File: config.mk
export PLATFORM = sky130hd
export DESIGN_NAME = freq_counter
export DESIGN_NICKNAME = d
export VERILOG_FILES = /design/src/rtl/freq_counter.sv
export SDC_FILE = /design/constraint.sdc
export NUM_CORES = 1
export LEC_CHECK = 0
export BUFFER_PORTS_ARGS = -buffer_cell sky130_fd_sc_hd__buf_2
export CAP_MARGIN = 5
export CORE_UTILIZATION = 55
export CTS_BUF_LIST = sky130_fd_sc_hd__clkbuf_8
export CTS_CLUSTER_DIAMETER = 120
export DETAILED_ROUTE_END_ITERATION = 10
export PLACE_DENSITY = 0.81
export SYNTH_ARGS = -nofsm -noshare
export SYNTH_HDL_FRONTEND = slang
export SYNTH_SLANG_ARGS = --single-unit
File: constraint.sdc
create_clock -name clk -period 4.3 [get_ports clk]
set_clock_uncertainty 0.1 [all_clocks]
set_input_delay 0.215 -clock clk [delete_from_list [all_inputs] [get_ports clk]]
set_output_delay 0.215 -clock clk [all_outputs]
set_load 0.01 [all_outputs]
File: src/rtl/freq_counter.sv
// freq_counter
//   Gated rising-edge counter. It measures the frequency of an asynchronous
//   digital input over fixed windows of GATE_CYCLES clk cycles. At the end of
//   each window it publishes the saturated edge count. It also reports counter
//   saturation and a loss-of-signal condition, so that downstream control can
//   hold its last state.
//
// Parameters
//   F_W         : width of f and of the edge counter
//   GATE_CYCLES : window length in clk cycles (2 .. 2^24-1)
//   LOST_GATES  : consecutive zero-count windows needed to raise sig_lost (1 .. 255)
//
// Ports
//   clk      : system clock, rising edge
//   rst      : asynchronous active-high reset
//   en       : measurement enable (level, synchronous to clk)
//   sig_in   : measured signal, asynchronous to clk
//   f        : edge count of the last completed window, saturated
//   f_valid  : one-cycle strobe when f / ovf / sig_lost update
//   ovf      : the last completed window saturated
//   sig_lost : LOST_GATES or more consecutive windows had no edges
module freq_counter #(
   parameter int F_W         = 14,
   parameter int GATE_CYCLES = 50000,
   parameter int LOST_GATES  = 4
) (
   input  logic           clk,
   input  logic           rst,
   input  logic           en,
   input  logic           sig_in,
   output logic [F_W-1:0] f,
   output logic           f_valid,
   output logic           ovf,
   output logic           sig_lost
);

   localparam int                GCNT_W    = 24;
   localparam logic [GCNT_W-1:0] GATE_LAST = GCNT_W'(GATE_CYCLES - 1);
   localparam logic [F_W-1:0]    CNT_MAX   = '1;
   localparam logic [8:0]        LOST_LIM  = 9'(LOST_GATES);

   // sync_reg[0] = s1, sync_reg[1] = s2, sync_reg[2] = s3
   logic [2:0]        sync_reg;
   logic              rise;

   logic [GCNT_W-1:0] gcnt_reg, gcnt_next;
   logic [F_W-1:0]    cnt_reg, cnt_next;
   logic              ovf_pend_reg, ovf_pend_next;
   logic [7:0]        zcnt_reg, zcnt_next;

   logic [F_W-1:0]    f_next;
   logic              f_valid_next;
   logic              ovf_next;
   logic              sig_lost_next;

   logic              cnt_full;
   logic [F_W-1:0]    close_cnt;
   logic              close_ovf;
   logic [8:0]        zcnt_inc;

   // The first two stages resolve metastability. The third stage exists only
   // to detect rising edges on the already-synchronised signal.
   always_ff @(posedge clk or posedge rst) begin
      if (rst) begin
         sync_reg <= '0;
      end else begin
         sync_reg <= {sync_reg[1:0], sig_in};
      end
   end

   assign rise = sync_reg[1] & ~sync_reg[2];

   // An edge in the closing cycle belongs to the closing window, so the
   // published count and overflow flag fold in the current edge.
   assign cnt_full  = (cnt_reg == CNT_MAX);
   assign close_cnt = (rise && !cnt_full) ? cnt_reg + F_W'(1) : cnt_reg;
   assign close_ovf = ovf_pend_reg | (cnt_full & rise);
   assign zcnt_inc  = {1'b0, zcnt_reg} + 9'd1;

   always_comb begin
      gcnt_next     = gcnt_reg;
      cnt_next      = cnt_reg;
      ovf_pend_next = ovf_pend_reg;
      zcnt_next     = zcnt_reg;
      f_next        = f;
      ovf_next      = ovf;
      sig_lost_next = sig_lost;
      f_valid_next  = 1'b0;

      if (!en) begin
         // A partial window is discarded. The published results hold.
         gcnt_next     = '0;
         cnt_next      = '0;
         ovf_pend_next = 1'b0;
      end else if (gcnt_reg == GATE_LAST) begin
         f_next        = close_cnt;
         ovf_next      = close_ovf;
         f_valid_next  = 1'b1;
         gcnt_next     = '0;
         cnt_next      = '0;
         ovf_pend_next = 1'b0;
         // A saturated window is never zero, so close_cnt alone decides
         // whether this window counts towards loss of signal.
         if (close_cnt == '0) begin
            zcnt_next     = (zcnt_inc >= LOST_LIM) ? LOST_LIM[7:0] : zcnt_inc[7:0];
            sig_lost_next = (zcnt_inc >= LOST_LIM);
         end else begin
            zcnt_next     = '0;
            sig_lost_next = 1'b0;
         end
      end else begin
         gcnt_next = gcnt_reg + 24'd1;
         if (rise) begin
            if (cnt_full) begin
               ovf_pend_next = 1'b1;
            end else begin
               cnt_next = cnt_reg + F_W'(1);
            end
         end
      end
   end

   always_ff @(posedge clk or posedge rst) begin
      if (rst) begin
         gcnt_reg     <= '0;
         cnt_reg      <= '0;
         ovf_pend_reg <= 1'b0;
         zcnt_reg     <= '0;
         f            <= '0;
         f_valid      <= 1'b0;
         ovf          <= 1'b0;
         sig_lost     <= 1'b0;
      end else begin
         gcnt_reg     <= gcnt_next;
         cnt_reg      <= cnt_next;
         ovf_pend_reg <= ovf_pend_next;
         zcnt_reg     <= zcnt_next;
         f            <= f_next;
         f_valid      <= f_valid_next;
         ovf          <= ovf_next;
         sig_lost     <= sig_lost_next;
      end
   end

endmodule

==> results of run 1 <==
## per-layer routing
metal  GRT usage (%)  up-vias  part of all wire (%)
li1                -     1238                     -
met1           29.77     1215                    47
met2           38.63       68                    47
met3           6.629       13                   4.4
met4           10.00        0                   1.7
met5               0        -                     0
## cell type report
class,count,area share (%)
Timing Repair Buffer,23,3.464
Tap cell,72,2.494
Multi-Input combinational cell,254,42.47
Clock inverter,5,0.6235
Clock buffer,10,3.810
Sequential cell,67,46.42
Inverter,7,0.7274
## cell families after synthesis
| logic type | share of synthesized area (%) |
|---|---|
| xor+xnor | 6.110 |
| simple gates | 27.59 |
| compound gates | 9.678 |
| mux | 1.594 |
| flops | 50.85 |
| fa+ha+maj | 1.139 |
| buf+inv | 3.036 |
## metrics by stage
stage	total power (µW)	worst slack, ps	util, %	cells
detailed placement	715.1	1696	61.01	422
floorplan	694.9	2088	-	346
finish	1145	1689	64.03	438
CTS	1155	1699	64.03	438
global route	1193	1486	64.03	438
global placement	712.6	1782	61.01	422
## cells in the mapped netlist, types with 2 or more instances
cell type,count
a221oi_1,3
a21oi_1,9
and4_1,3
and3_1,7
and2_1,8
ha_1,3
xnor2_1,12
a31oi_1,2
nand2b_1,3
or3_1,4
o21ai_1,6
clkbuf_1,12
mux2i_1,3
nand3_1,22
xor2_1,11
o31a_1,2
dfrtp_1,67
nor2_1,44
a21o_1,3
or2_2,2
nor4_1,3
nand3b_1,2
buf_2,5
o21ai_0,11
inv_1,7
nor2b_1,4
nor3_1,9
nand4_1,13
nand2_1,41
## critical path, stage by stage, from the launching register on
cell and delay (ps):
dfrtp_1 380, ha_1 220, and3_2 250, nand4_1 160, or4_4 740, a2111oi_4 430
nand4_1 170, nand2_1 110
## worst max path at each step
| stage | from | end | cells past startpoint |
|---|---|---|---|
| 3_3_place_gp | gcnt_reg[0] | zcnt_reg[2] | 7 |
| 4_1_cts | gcnt_reg[0] | zcnt_reg[2] | 7 |
| 5_1_grt | gcnt_reg[0] | zcnt_reg[2] | 7 |
| 3_5_place_dp | gcnt_reg[0] | zcnt_reg[2] | 7 |
| 6_report | gcnt_reg[0] | zcnt_reg[2] | 7 |
| 2_1_floorplan | cnt_reg[0] | zcnt_reg[2] | 8 |
## power by group through the flow
stage | sequential, µW | clock, µW | combinational [µW]
floorplan | 664 | 0 | 30.4
finish | 651 | 442 | 51.9
global placement | 662 | 0 | 50.7
CTS | 651 | 451 | 53.2
global route | 652 | 481 | 59.8
detailed placement | 663 | 0 | 52.3
## what timing repair did
| action | in CTS | in global routing |
|---|---|---|
| endpoints found under the setup margin | 0 | 0 |
| hold endpoints to repair | 1 | 0 |
| buffers inserted | 0 | 0 |
| hold buffers | 1 | 0 |
==> metrics.yaml, run 1 <==
dieArea_um2: 6308
gp_congestion: 0.8960
core.rowCount: 27
ys_top_cells_by_area: "dfrtp_1 51%, nor2_1 5.0%, nand2_1 4.7%"
crit_fanout: 39
tightest_slew_ps: 790.5
hold-worst-slack_ps: -1.633
status: "complete, but fails checks"
ys_seq_elements: 67
power_frac_comb_pct: 4.5
worstPathArrival_ps: 2790
track_usage_pct: 23.81
peakVddDrop_v: 0.0002105
fillers: 446
stdcell_area_um2: 3612
cts_sinks: 67
cts_max_level: 3
synth-main-ff-cell: "dfrtp_1"
synthCells: 346
mostFrequentLayoutCell: "dfrtp_1"
synth_top_area_share_pct: 50.85
via_per_inst: 5.785
multi_input_area_um2: 1534
drt-initial-drc-count: 201
numPortBuffers: 20
rsz0062_at_grt: "false"
core-area_um2: 5642
synth_edf_count: 0
dpl.hpwl_um: 4507
antenna_found_initial: 0
synth_cell_types: 54
syn_area_um2: 3297
path_clk_slew_ps: 70
dr_total_vias: 2534
yosysWarningCount: 0
drv_cap: 0
r2r_slack_ps: 1690
first_pass_iters: 4
regArea_um2: 1677
setup_viol: 0
violations: "negative hold slack"
path_class: "register to register"
routed_wl_um: 6606
worstReg2RegEnd: "zcnt_reg[2]"
powerDensity_nw_per_um2: 316.9
cts-root-buf: "clkbuf_8"
io_pins: 21
dpl-instance-area_um2: 3442
internal_power_uw: 873.6
postRouteAntennaNets: 0
endpoint_kind: "register"
initial_core_util_pct: 58.44
syn2layout_area_growth_pct: 9.563
p_seq_share_pct: 56.9
overflow: 0
p_sw_share_pct: 23.69
cts_tree: "done"
die_y_um: 79.43
synth_top_area_cell: "dfrtp_1"
hold_viol_final: 1
p_leak_uw: 0.001638
clock_latency_ps: 350
startpoint_type: "register"
period_share_pct: 60.72
p_switching_uw: 271.2
cts_buffer_depth: 2
synth_fp_nets: 353
worstReg2RegStart: "gcnt_reg[0]"
yosysSeqAreaShare_pct: 50.85
r2r_cells: 7
hold_class: "input pin to asynchronous set/reset pin"
largest_reg_flops: 24
p_clk_share_pct: 38.6
fmax_ghz: 0.3830
wl_per_cell_um: 15.08
grt_first_pass_wirelength_um: 11240
cts_resized: 0
grt_max_degree: 68
slew_headroom_pct: 47.30
slew_viol_final: 0
drc: 0
async_reset_ff_share_pct: 100.0
final_cell_mix: "67 x dfrtp_1, 44 x nor2_1, 41 x nand2_1"
drive_above_1_share_pct: 13.11
avgSynthCellArea_um2: 9.529
required_ps: 4480
min_period_ps: 2611
tns_ps: 0
grt_pass1_vias: 2433
dieWidth_um: 79.43
cts_buffers: 9
antennaDiodeCount: 0
fin_nets: 369
Power figures use the tool's default switching activity.
==> inputs of run 2 (changes only) <==
==> constraint.sdc (replaced) <==
create_clock -name clk -period 2.7 [get_ports clk]
set_clock_uncertainty 0.1 [all_clocks]
set_input_delay 0.135 -clock clk [delete_from_list [all_inputs] [get_ports clk]]
set_output_delay 0.135 -clock clk [all_outputs]
set_load 0.01 [all_outputs]
==> metrics.yaml, run 2 (synthesis gave the netlist of run 1 again) <==
cts_max_level: 3  # unchanged
overflow: 0  # unchanged
dieArea_um2: 6308  # unchanged
p_leak_uw: 0.001671  # +2.0%
largest_reg_flops: 24  # unchanged
drt-initial-drc-count: 239  # +19%
rsz0062_at_grt: "false"
io_pins: 21  # unchanged
die_y_um: 79.43  # unchanged
syn2layout_area_growth_pct: 11.31
wl_met2_um: 3269  # +4.4%
startpoint: "gcnt_reg[0]"
dieWidth_um: 79.43  # unchanged
via_per_inst: 5.751  # -0.60%
fin_ws_ps: 300.0  # -1389 ps
initial_core_util_pct: 58.44  # unchanged
cts_tree: "done"
hold_viol_final: 0  # -1
core.rowCount: 27  # unchanged
numPortBuffers: 20  # unchanged
cts_setup_buffers: 0  # unchanged
core-area_um2: 5642  # unchanged
grt_pass1_vias: 2546  # +4.6%
crit_fanout: 4  # -90%
endpoint_kind: "register"
dpl.hpwl_um: 4683  # +3.9%
cts_buffer_depth: 2  # unchanged
wl_met3_um: 285  # -2.4%
p_seq_share_pct: 56.5  # -0.4 points
top_layer_used: "met4"
grt_max_degree: 39  # -43%
hold-worst-slack_ps: 212.7  # +214.3 ps
clock_latency_ps: 340  # about the same
worstPathArrival_ps: 2580  # -210 ps
antenna_found_initial: 0  # unchanged
tns_ps: 0  # unchanged
slew_headroom_pct: 66.40  # +19 points
power_frac_comb_pct: 4.8  # +0.3 points
cts_buffers: 9  # unchanged
hold_class: "input pin to asynchronous set/reset pin"
routed_wl_um: 6754  # +2.2%
period_share_pct: 88.89  # +28 points
cts_sinks: 67  # unchanged
wl_per_cell_um: 15.18  # +0.63%
fmax_ghz: 0.4167  # +8.8%
tightest_slew_ps: 497.7  # -292.8 ps
worstReg2RegStart: "gcnt_reg[0]"
antennaDiodeCount: 0  # unchanged
fin_util_pct: 65.05  # +1.0 points
dp_slack_ps: 315.3  # -1381 ps
slew_viol_final: 0  # unchanged
final_cell_mix: "67 x dfrtp_1, 44 x nor2_1, 41 x nand2_1"
p_clk_share_pct: 38.7  # about the same
peakVddDrop_v: 0.0003173  # +51%
status: "complete, no violations"
drc: 0  # unchanged
required_ps: 2880  # -1600 ps
track_usage_pct: 24.98  # +1.2 points
gp_congestion: 0.9289  # +3.7%
drv_cap: 0  # unchanged
path_class: "register to register"
wl_met1_um: 3095  # +0.75%
mostFrequentLayoutCell: "dfrtp_1"
postRouteAntennaNets: 0  # unchanged
drive_above_1_share_pct: 14.21  # +1.1 points
setup_viol: 0  # unchanged
p_switching_uw: 438.4  # +62%
min_period_ps: 2400  # -211.1 ps
path_clk_slew_ps: 70  # about the same
cts-root-buf: "clkbuf_8"
p_sw_share_pct: 23.91  # +0.22 points
grt_first_pass_wirelength_um: 11870  # +5.6%
internal_power_uw: 1395  # +60%
first_pass_iters: 4  # unchanged
powerDensity_nw_per_um2: 499.7  # +58%
dr_total_vias: 2559  # +0.99%
fin_nets: 376  # +1.9%
startpoint_type: "register"
run 2: layout make-up:
cell class,instances,area (µm²)
Clock buffer,10,137.6
Sequential cell,67,1677
Fill cell,471,1972
Tap cell,72,90.09
Clock inverter,5,22.52
Multi-Input combinational cell,254,1534
Inverter,7,26.28
Timing Repair Buffer,30,182.7
run 2: power groups by stage:
stage	clock network [µW]	registers (µW)	logic (µW)
global placement	0	1050	82.6
global route	783	1040	101
CTS	719	1040	89.6
finish	710	1040	87.5
detailed placement	0	1050	86.5
floorplan	0	1060	48.5
run 2: routing by layer:
layer | GRT usage [%] | vias up
met5 | 0 | -
met1 | 31.95 | 1242
met2 | 40.00 | 50
met4 | 8.909 | 0
li1 | - | 1256
met3 | 7.543 | 11
run 2: final timing paths:
path,endpoint,slack (ps),cells past startpoint
min in group clk,sync_reg[1],270,0
max in group asynchronous,cnt_reg[10],1620,4
max reg2reg,zcnt_reg[2],300,7
max,zcnt_reg[2],300,7
min,gcnt_reg[13],210,3
min reg2reg,sync_reg[1],270,0
run 2: worst max-delay path, cell delays in order, from the launching register on:
cell	delay [ps]
dfrtp_1	380
ha_1	210
and3_2	250
nand4_1	160
or4_4	550
a2111oi_4	410
nand4_1	170
nand2_1	100
run 2: what timing repair did:
action                    4_1_cts  5_1_grt
hold buffers                    3        0
resized for setup               0        0
hold endpoints to repair       20        0
run 2: per-stage QoR:
step / total power (µW) / instances / instance area [µm²]
floorplan: 1107 / 346 / 3297
global placement: 1136 / 427 / 3480
detailed placement: 1141 / 427 / 3480
CTS: 1845 / 445 / 3670
global route: 1921 / 445 / 3670
finish: 1834 / 445 / 3670
